### src/rtl/hazard_ctrl_pkg.sv
// hazard_ctrl_pkg: ISA opcodes, history entry and decode types plus the decode function
// Shared by instr_decode and hazard_ctrl; no ports.
package hazard_ctrl_pkg;

    localparam logic [3:0] OP_LOAD  = 4'b0000;
    localparam logic [3:0] OP_STORE = 4'b0010;
    localparam logic [3:0] OP_ADD   = 4'b0100;
    localparam logic [3:0] OP_BR0   = 4'b0101;
    localparam logic [3:0] OP_SUB   = 4'b0110;
    localparam logic [3:0] OP_NAND  = 4'b1000;
    localparam logic [3:0] OP_BR1   = 4'b1001;
    localparam logic [3:0] OP_BR2   = 4'b1101;
    localparam logic [2:0] OP_SHIFT = 3'b011;
    localparam logic [2:0] OP_ORI   = 3'b111;

    localparam logic [1:0] ORI_DST = 2'd1;

    typedef struct packed {
        logic       valid;
        logic [1:0] dst;
        logic       is_load;
    } hist_entry_t;

    typedef struct packed {
        logic       writes;
        logic [1:0] dst;
        logic       rd_a;
        logic       rd_b;
        logic [1:0] src_a;
        logic [1:0] src_b;
        logic       is_load;
    } decode_t;

    // Branches and every unlisted opcode behave as nops: no source, no destination.
    function automatic decode_t decode(input logic [7:0] instr);
        decode_t    d;
        logic [3:0] op;
        logic       rr, sh, ori;
        op  = instr[3:0];
        rr  = op == OP_ADD || op == OP_SUB || op == OP_NAND || op == OP_LOAD || op == OP_STORE;
        sh  = op[2:0] == OP_SHIFT;
        ori = op[2:0] == OP_ORI;
        d.writes  = (rr && op != OP_STORE) || sh || ori;
        d.dst     = ori ? ORI_DST : instr[7:6];
        d.rd_a    = rr || sh || ori;
        d.rd_b    = rr;
        d.src_a   = ori ? ORI_DST : instr[7:6];
        d.src_b   = instr[5:4];
        d.is_load = op == OP_LOAD;
        return d;
    endfunction

endpackage

### src/rtl/hazard_ctrl_if.sv
// hazard_ctrl_if: ID/EX-side signals of the hazard unit
// master = pipeline (drives id_valid, id_instr, ex_hold, branch_taken)
// slave  = hazard_ctrl (drives issue, stall, flush, fwd_a_sel, fwd_b_sel, rf_write, rf_waddr)
interface hazard_ctrl_if #(parameter int FS_W = 2);

    logic            id_valid;
    logic [7:0]      id_instr;
    logic            ex_hold;
    logic            branch_taken;
    logic            issue;
    logic            stall;
    logic            flush;
    logic [FS_W-1:0] fwd_a_sel;
    logic [FS_W-1:0] fwd_b_sel;
    logic            rf_write;
    logic [1:0]      rf_waddr;

    modport master (
        output id_valid, id_instr, ex_hold, branch_taken,
        input  issue, stall, flush, fwd_a_sel, fwd_b_sel, rf_write, rf_waddr
    );

    modport slave (
        input  id_valid, id_instr, ex_hold, branch_taken,
        output issue, stall, flush, fwd_a_sel, fwd_b_sel, rf_write, rf_waddr
    );

endinterface

### src/rtl/hazard_ctrl_instr_decode.sv
// instr_decode: combinational wrapper around the package decode function
// instr in 8 : ID instruction word
// dec   out  : {writes, dst, rd_a, rd_b, src_a, src_b, is_load}
module instr_decode
    import hazard_ctrl_pkg::*;
(
    input  logic [7:0] instr,
    output decode_t    dec
);

    assign dec = decode(instr);

endmodule

### src/rtl/hazard_ctrl.sv
// hazard_ctrl: in-flight destination history, forwarding selects, load-use stall, branch flush, RF writeback
// clock in : rising-edge clock
// reset in : asynchronous, active-high
// bus       : hazard_ctrl_if.slave (ID inputs, issue/stall/flush, forwarding selects, RF write)
module hazard_ctrl
    import hazard_ctrl_pkg::*;
#(
    parameter int FWD_DEPTH   = 2,
    parameter int LOAD_STALL  = 1,
    parameter int FLUSH_DEPTH = 2,
    localparam int FS_W       = $clog2(FWD_DEPTH + 1)
) (
    input  logic          clock,
    input  logic          reset,
    hazard_ctrl_if.slave  bus
);

    decode_t          dec;
    hist_entry_t      hist [1:FWD_DEPTH];
    hist_entry_t      nxt  [1:FWD_DEPTH];
    logic [2:0]       flush_cnt;
    logic [FS_W-1:0]  sel_a, sel_b;
    logic             haz, live, flush, issue;

    instr_decode u_decode (
        .instr (bus.id_instr),
        .dec   (dec)
    );

    // Scanning oldest to youngest lets the youngest match win.
    always_comb begin
        sel_a = '0;
        sel_b = '0;
        haz   = 1'b0;
        for (int k = FWD_DEPTH; k >= 1; k--) begin
            if (hist[k].valid && dec.rd_a && hist[k].dst == dec.src_a) sel_a = FS_W'(k);
            if (hist[k].valid && dec.rd_b && hist[k].dst == dec.src_b) sel_b = FS_W'(k);
            if (hist[k].valid && hist[k].is_load && k <= LOAD_STALL &&
                ((dec.rd_a && hist[k].dst == dec.src_a) || (dec.rd_b && hist[k].dst == dec.src_b)))
                haz = 1'b1;
        end
    end

    assign live       = ~reset & ~bus.ex_hold;
    assign flush      = live & (bus.branch_taken | flush_cnt != 3'd0);
    assign issue      = live & ~flush & bus.id_valid & ~haz;
    assign bus.flush  = flush;
    assign bus.issue  = issue;
    assign bus.stall  = live & ~flush & bus.id_valid & haz;

    // Non-writers enter as bubbles so they never forward or write back.
    always_comb begin
        nxt[1] = issue ? hist_entry_t'{valid: dec.writes, dst: dec.dst, is_load: dec.is_load} : '0;
        for (int k = 2; k <= FWD_DEPTH; k++) nxt[k] = hist[k-1];
    end

    // rf_write mirrors the oldest slot's occupant; with no RF write-through it stays forwardable.
    always_ff @(posedge clock or posedge reset) begin
        if (reset) begin
            hist          <= '{default: '0};
            flush_cnt     <= '0;
            bus.fwd_a_sel <= '0;
            bus.fwd_b_sel <= '0;
            bus.rf_write  <= 1'b0;
            bus.rf_waddr  <= '0;
        end else if (!bus.ex_hold) begin
            hist          <= nxt;
            flush_cnt     <= bus.branch_taken ? 3'(FLUSH_DEPTH - 1) : (flush_cnt != 3'd0 ? flush_cnt - 3'd1 : 3'd0);
            bus.fwd_a_sel <= issue ? sel_a : '0;
            bus.fwd_b_sel <= issue ? sel_b : '0;
            bus.rf_write  <= nxt[FWD_DEPTH].valid;
            bus.rf_waddr  <= nxt[FWD_DEPTH].dst;
        end
    end

endmodule

### src/flat_wrapper.sv
// flat-port wrapper written by rule: the top's interface ports become plain ports
module hazard_ctrl_flat import hazard_ctrl_pkg::*;
#(
    parameter int FWD_DEPTH   = 2,
    parameter int LOAD_STALL  = 1,
    parameter int FLUSH_DEPTH = 2,
    localparam int FS_W       = $clog2(FWD_DEPTH + 1)
)
  (clock, reset, bus_id_valid, bus_id_instr, bus_ex_hold, bus_branch_taken, bus_issue, bus_stall, bus_flush, bus_fwd_a_sel, bus_fwd_b_sel, bus_rf_write, bus_rf_waddr);
  hazard_ctrl_if #(.FS_W(2)) bus_i ();
  input  logic clock;
  input  logic reset;
  input wire logic [$bits(bus_i.id_valid)-1:0] bus_id_valid;
  input wire logic [$bits(bus_i.id_instr)-1:0] bus_id_instr;
  input wire logic [$bits(bus_i.ex_hold)-1:0] bus_ex_hold;
  input wire logic [$bits(bus_i.branch_taken)-1:0] bus_branch_taken;
  output wire logic [$bits(bus_i.issue)-1:0] bus_issue;
  output wire logic [$bits(bus_i.stall)-1:0] bus_stall;
  output wire logic [$bits(bus_i.flush)-1:0] bus_flush;
  output wire logic [$bits(bus_i.fwd_a_sel)-1:0] bus_fwd_a_sel;
  output wire logic [$bits(bus_i.fwd_b_sel)-1:0] bus_fwd_b_sel;
  output wire logic [$bits(bus_i.rf_write)-1:0] bus_rf_write;
  output wire logic [$bits(bus_i.rf_waddr)-1:0] bus_rf_waddr;
  assign bus_i.id_valid = bus_id_valid;
  assign bus_i.id_instr = bus_id_instr;
  assign bus_i.ex_hold = bus_ex_hold;
  assign bus_i.branch_taken = bus_branch_taken;
  assign bus_issue = bus_i.issue;
  assign bus_stall = bus_i.stall;
  assign bus_flush = bus_i.flush;
  assign bus_fwd_a_sel = bus_i.fwd_a_sel;
  assign bus_fwd_b_sel = bus_i.fwd_b_sel;
  assign bus_rf_write = bus_i.rf_write;
  assign bus_rf_waddr = bus_i.rf_waddr;
  hazard_ctrl #(.FWD_DEPTH(FWD_DEPTH), .LOAD_STALL(LOAD_STALL), .FLUSH_DEPTH(FLUSH_DEPTH)) u_core (.clock(clock), .reset(reset), .bus(bus_i));
endmodule
### config.mk
export PLATFORM = sky130hd
export DESIGN_NAME = hazard_ctrl_flat
export DESIGN_NICKNAME = d
export VERILOG_FILES = /design/src/rtl/hazard_ctrl_pkg.sv /design/src/rtl/hazard_ctrl_if.sv /design/src/rtl/hazard_ctrl_instr_decode.sv /design/src/rtl/hazard_ctrl.sv /design/src/flat_wrapper.sv
export SDC_FILE = /design/constraint.sdc
export NUM_CORES = 1
export LEC_CHECK = 0
export CAP_MARGIN = 20
export CORE_MARGIN = 8
export CORE_UTILIZATION = 46
export CTS_CLUSTER_DIAMETER = 150
export DETAILED_ROUTE_END_ITERATION = 8
export PLACE_DENSITY = 0.86
export SLEW_MARGIN = 15
export SYNTH_ARGS = -nofsm -noshare
export SYNTH_HDL_FRONTEND = slang
export SYNTH_SLANG_ARGS = --single-unit
### constraint.sdc
create_clock -name clock -period 2 [get_ports clock]
set_input_delay 0.3 -clock clock [delete_from_list [all_inputs] [get_ports clock]]
set_output_delay 0.3 -clock clock [all_outputs]
set_load 0.01 [all_outputs]
==> run metrics, run 1 <==
Skew-Pair Late Insertion Delay 0.28 ns; DRT iter0 DRCs 19; Die H 58.7 microns; Post-Synth Simple-Gate Area 0.107; CP max stage delay 0.50 ns; Total Power 0.655 mW; CP arrival 1.67 ns; slew of the pin with the lowest slew margin 0.252 ns; Synth Net Count 97; grt total ovfl 0; Cell Area, Synth 838 sq um; drt pass-1 iters 4; yosys warns 0; crit-path cells clkdlybuf4s50_1 > xor2_1 > nor2_1 > a32o_2 > a31o_4 > inv_4 > buf_6; routed length per instance 16.3 microns; Compound-Gate Fraction of Synth Area 0.233; Filler cells 128; area post-placement 1180 sq um; worst path required time 1.70 ns; Remaining DRCs 0; Hold Fails Final Rpt 0; Seq/Total Area, Yosys 0.418; DP HPWL 1.68 mm; largest family of logic cells by synthesized area compound AO/OA/AOI/OAI gates; die area 3440 sq um; top cell type by total area after synthesis dfrtp_1; H-Tree Depth 1; via density per instance 5.17; Post-Route Skew 0.00261 ns; initial antenna violation count 0; largest net degree at the start of global routing 17; ant diodes 0; Worst setup EP type output port; Final GP Congestion 0.819; leakage 0.626 nW; gr usage total 0.136; Finished Core Util 0.747; Synth Instances 82; vias in the first global route 814; # hold bufs at CTS 0; RSZ-0062 raised after global routing no; Setup crit start kind input pin; # setup viols final 0; final critical-path required period 1.97 ns; commonest non-fill, non-tap cell in the layout buf_4; row cnt 15; via count 776; CP Max Fanout 2; Synth Area in XOR/XNOR 0.0836; area delta synth->final 53.9%; Yosys top cell area share 0.418; final worst hold slack 0.370 ns; Die Span X 58.7 microns; kind of critical path in -> out; Clock transition at path regs 0.08 ns; Max IR drop VDD 0.406 mV; number of max-cap violations 0; CTS Buf Count 3; PwrDens 508 nW/um^2; fin area 1290 sq um; synth unique cells 28; most frequent cells in the layout buf_4, dfrtp_1, clkdlybuf4s50_1; Routed WL 2.44 mm; Starting Density 0.486; Clock Tree Root clkbuf_4; CTS tree done; Synth Area in Adders 0.0299; Hold Path Class in -> async; clock buffer depth 2; status finished clean; first-pass GRT wire length 3.66 mm; fmax 507 MHz; synthesized area per cell 10.2 sq um; Core Box Area 1730 sq um; Final Slew Violations 0; # clock sinks 14; Area contributors post-synth dfrtp_1, mux2_2, xnor2_1; CP max stage cell clkdlybuf4s50_1; layout cells sized above 1 0.384; I/O Buffers 22; Synth Register Bits 14; Ports 23; Slew headroom 0.830; Post-layout nets 141; mux cell area share after synthesis 0.0537; crit share post-route 0.987; Final ANT Viol Nets 0
[sequential cells by signal, summed over array words and instances (netlist names)]
name	cells
u_core.hist	4
u_core.flush_cnt	3
u_core.bus.fwd_a_sel	2
u_core.bus.fwd_b_sel	2
u_core.bus.rf_waddr	2
u_core.bus.rf_write	1
[logic make-up after synthesis]
group | after synthesis
AO/OA/AOI/OAI | 23
XOR/XNOR | 8
adder cells (fa/ha/maj) | 2
buffers and inverters | 12
flip-flops | 14
multiplexers | 4
AND/OR/NAND/NOR | 19
[cells in the mapped netlist]
cell type,number
a211oi_1,1
a21boi_2,1
a21o_1,1
a21oi_1,6
a22o_1,4
a31o_4,1
a31oi_2,1
a32o_1,2
a32o_2,2
and4_1,1
buf_4,2
buf_6,1
clkbuf_1,2
dfrtp_1,14
ha_1,2
inv_1,6
inv_4,1
mux2_2,4
nand2_1,3
nand3_1,5
nand4_1,1
nor2_1,6
nor3_1,2
o21ai_1,3
o41ai_2,1
or2_2,1
xnor2_1,5
xor2_1,3
[path summary, 6_finish.rpt]
| kind | start | end | slack [ns] | cells after the start |
|---|---|---|---|---|
| min reg2reg | u_core.bus.fwd_a_sel[1] | u_core.bus.fwd_a_sel[1] | 0.50 | 2 |
| max reg2reg | u_core.hist[6] | u_core.hist[6] | 0.29 | 7 |
| max in group asynchronous | reset | u_core.hist[5] | 1.44 | 3 |
| min | reset | u_core.flush_cnt[1] | 0.37 | 3 |
| min in group clock | bus_id_instr[7] | u_core.hist[6] | 0.46 | 2 |
| max | bus_id_instr[5] | bus_issue | 0.03 | 7 |
[area by class of cell]
cell class                      count  area [sq um]  share of cell area
Clock buffer                        4          36.3              0.0281
Inverter                            7          28.8              0.0223
Multi-Input combinational cell     56           465               0.361
Sequential cell                    14           352               0.273
Tap cell                           25          31.3              0.0242
Timing Repair Buffer               44           377               0.292
[metal layers]
| layer | vias to the layer above | part of all wire | GRT usage |
|---|---|---|---|
| met2 | 26 | 0.51 | 0.238 |
| met4 | 0 | 0.0057 | 0.0341 |
| met5 | - | 0 | 0 |
| li1 | 379 | - | - |
| met1 | 369 | 0.42 | 0.157 |
| met3 | 2 | 0.056 | 0.0435 |
[worst max-delay path, delay by kind of cell]
family / cells / cell delay [ns]
buf+inv: 3 / 0.64
compound gates: 2 / 0.49
xor+xnor: 1 / 0.16
simple gates: 1 / 0.08
[through the flow]
stage,setup WS (ns),instances,TNS (ns)
after floorplan,0.341,82,0
after global placement,-0.623,140,-2.58
after detailed placement,-0.703,140,-3.42
after CTS,0.00299,147,0
after global routing,0.00309,150,0
final,0.0270,150,0
[where the power goes]
group          switching, mW  internal (mW)  total, mW
clock network         0.0944          0.111      0.205
registers            0.00753          0.288      0.296
logic                 0.0701         0.0846      0.155
[repair_timing]
action / in CTS / in global routing
buffers inserted: 3 / 3
resized for setup: 21 / 12
hold endpoints to repair: 0 / 0
setup endpoints to repair: 5 / 3
pin swaps: 6 / 4
No activity file was read; power rests on OpenSTA's default activity.
==> inputs of run 2 (changes only) <==
- clock period: 2 -> 2.05 ns (I/O delays scaled with it)
==> run 2 against run 1 <==
Routed wire length decreased by 8.3%. Cell count down 2.7%. Sequential power decreased by 3%. Critical endpoint unchanged. Global-route usage down 0.33 points. Core utilization shrank 2.1 points. Setup slack better by 0.015 ns. First-iteration DRC count fell by 16%. Non-clock buffer count shrank 4.
==> run metrics, run 2 (synthesis results as in run 1) <==
flop-to-flop setup slack 0.33 ns (+0.04 ns); ant diodes 0 (unchanged); commonest non-fill, non-tap cell in the layout buf_4; CP arrival 1.70 ns (+0.03 ns); Starting Density 0.486 (unchanged); # clock sinks 14 (unchanged); PwrDens 495 nW/um^2 (-2.5%); Post-layout nets 137 (-2.8%); leakage 0.619 nW (-1.1%); CTS tree done; Remaining DRCs 0 (unchanged); kind of critical path in -> out; slew of the pin with the lowest slew margin 0.278 ns (+0.0254 ns); Total Power 0.621 mW (-5.3%); Placed Cells 140 (unchanged); status finished clean; worst path required time 1.74 ns (+0.04 ns); row cnt 15 (unchanged); number of flip-flops in the largest register 4 (unchanged); Worst setup EP type output port; Filler cells 132 (+3.1%); uppermost layer routed met4; final critical-path required period 2.01 ns; Hold Fails Final Rpt 0 (unchanged); Post-Route Skew 0.00227 ns (-0.000340 ns); Setup crit start kind input pin; fmax 498 MHz; DR WL met2 1.19 mm (-5.5%); Final Slew Violations 0 (unchanged); Die H 58.7 microns (unchanged); Ports 23 (unchanged); area delta synth->final 49.6%; Die Span X 58.7 microns (unchanged); DP HPWL 1.71 mm (+1.9%); number of max-cap violations 0 (unchanged); clock buffer depth 2 (unchanged); Final ANT Viol Nets 0 (unchanged); largest registers u_core.hist (4), u_core.flush_cnt (3); first-pass GRT wire length 3.53 mm (-3.8%); gr usage total 0.133 (-0.00326); die area 3440 sq um (unchanged); grt total ovfl 0 (unchanged); Hold Path Class in -> reg; initial antenna violation count 0 (unchanged); Core Box Area 1730 sq um (unchanged); I/O Buffers 22 (unchanged); H-Tree Depth 1 (unchanged); CP Max Fanout 5 (+3); CTS Buf Count 3 (unchanged); Finished Core Util 0.726 (-0.0210); DRT iter0 DRCs 16 (-3); routed length per instance 15.3 microns (-5.8%); Clock Tree Root clkbuf_4; # setup viols final 0 (unchanged); Finished Layout Cells 146 (-2.7%); largest reg by FF count u_core.hist; most frequent cells in the layout buf_4, dfrtp_1, clkdlybuf4s50_1; layout cells sized above 1 0.339 (-0.0452); Slew headroom 0.815 (-0.0151); Skew-Pair Late Insertion Delay 0.28 ns (about the same); met3 WL post-DR 82 microns (-40%); via density per instance 5.34 (+3.1%); Met1 Routed Length 932 microns (-10%); # hold bufs at CTS 0 (unchanged); crit share post-route 0.979; Storage cell area 350 sq um (-0.36%); Routed WL 2.24 mm (-8.3%); Clock transition at path regs 0.08 ns (about the same); final worst slack 0.0423 ns (+0.0154 ns); Max IR drop VDD 0.402 mV (-1.1%); vias in the first global route 779 (-4.3%); drt pass-1 iters 5 (+1); largest net degree at the start of global routing 17 (unchanged); final worst hold slack 0.331 ns (-0.0388 ns); Final GP Congestion 0.855 (+4.3%); Multi-input gate area 460 sq um (-1.1%); dpl ws -0.648 ns (+0.0548 ns); via count 779 (+0.39%)
[run 2: final cells by class]
class / count / area share
clock buffer: 4 / 0.0289
inverter: 7 / 0.0230
multi-input combinational: 56 / 0.367
timing repair buffer: 40 / 0.276
tap: 25 / 0.0250
sequential: 14 / 0.279
[run 2: path summary, 6_finish.rpt]
| path | startpoint | to | depth (start not counted) |
|---|---|---|---|
| worst max register to register | u_core.hist[5] | u_core.hist[6] | 7 |
| max in group asynchronous | reset | u_core.bus.fwd_a_sel[0] | 3 |
| min in group asynchronous | reset | u_core.hist[5] | 3 |
| worst min-delay path | bus_id_instr[7] | u_core.hist[6] | 2 |
| worst max-delay path | bus_id_instr[0] | bus_issue | 6 |
| worst min register to register | u_core.bus.fwd_b_sel[0] | u_core.bus.fwd_b_sel[0] | 2 |
[run 2: metrics by stage]
step	area (sq um)	TNS, ns
after floorplan	838	0
after global placement	1180	-2.17
after detailed placement	1180	-2.86
after CTS	1210	0
after global routing	1250	-0.00352
final	1250	0
[run 2: where the power goes]
| part | leakage [nW] | internal, mW | switching (mW) |
|---|---|---|---|
| clock | 0.0210 | 0.108 | 0.0885 |
| sequential | 0.192 | 0.281 | 0.00703 |
| combinational | 0.406 | 0.0745 | 0.0619 |
| total | 0.619 | 0.463 | 0.157 |
[run 2: what timing repair did]
action	in CTS	in global routing
setup endpoints to repair	3	2
pin swaps	4	2
setup buffers	1	1
resized for setup	15	12
[run 2: worst max-delay path, stage by stage]
cell and delay (ns):
clkdlybuf4s15_1 0.33, mux2_2 0.40, a32o_2 0.27, a31o_4 0.26
inv_4 0.05, buf_6 0.09
[run 2: per-layer routing]
metal / up-vias / global-route usage
met2: 15 / 0.238
li1: 377 / -
met1: 383 / 0.142
met4: 0 / 0.0410
met5: - / 0
met3: 4 / 0.0478
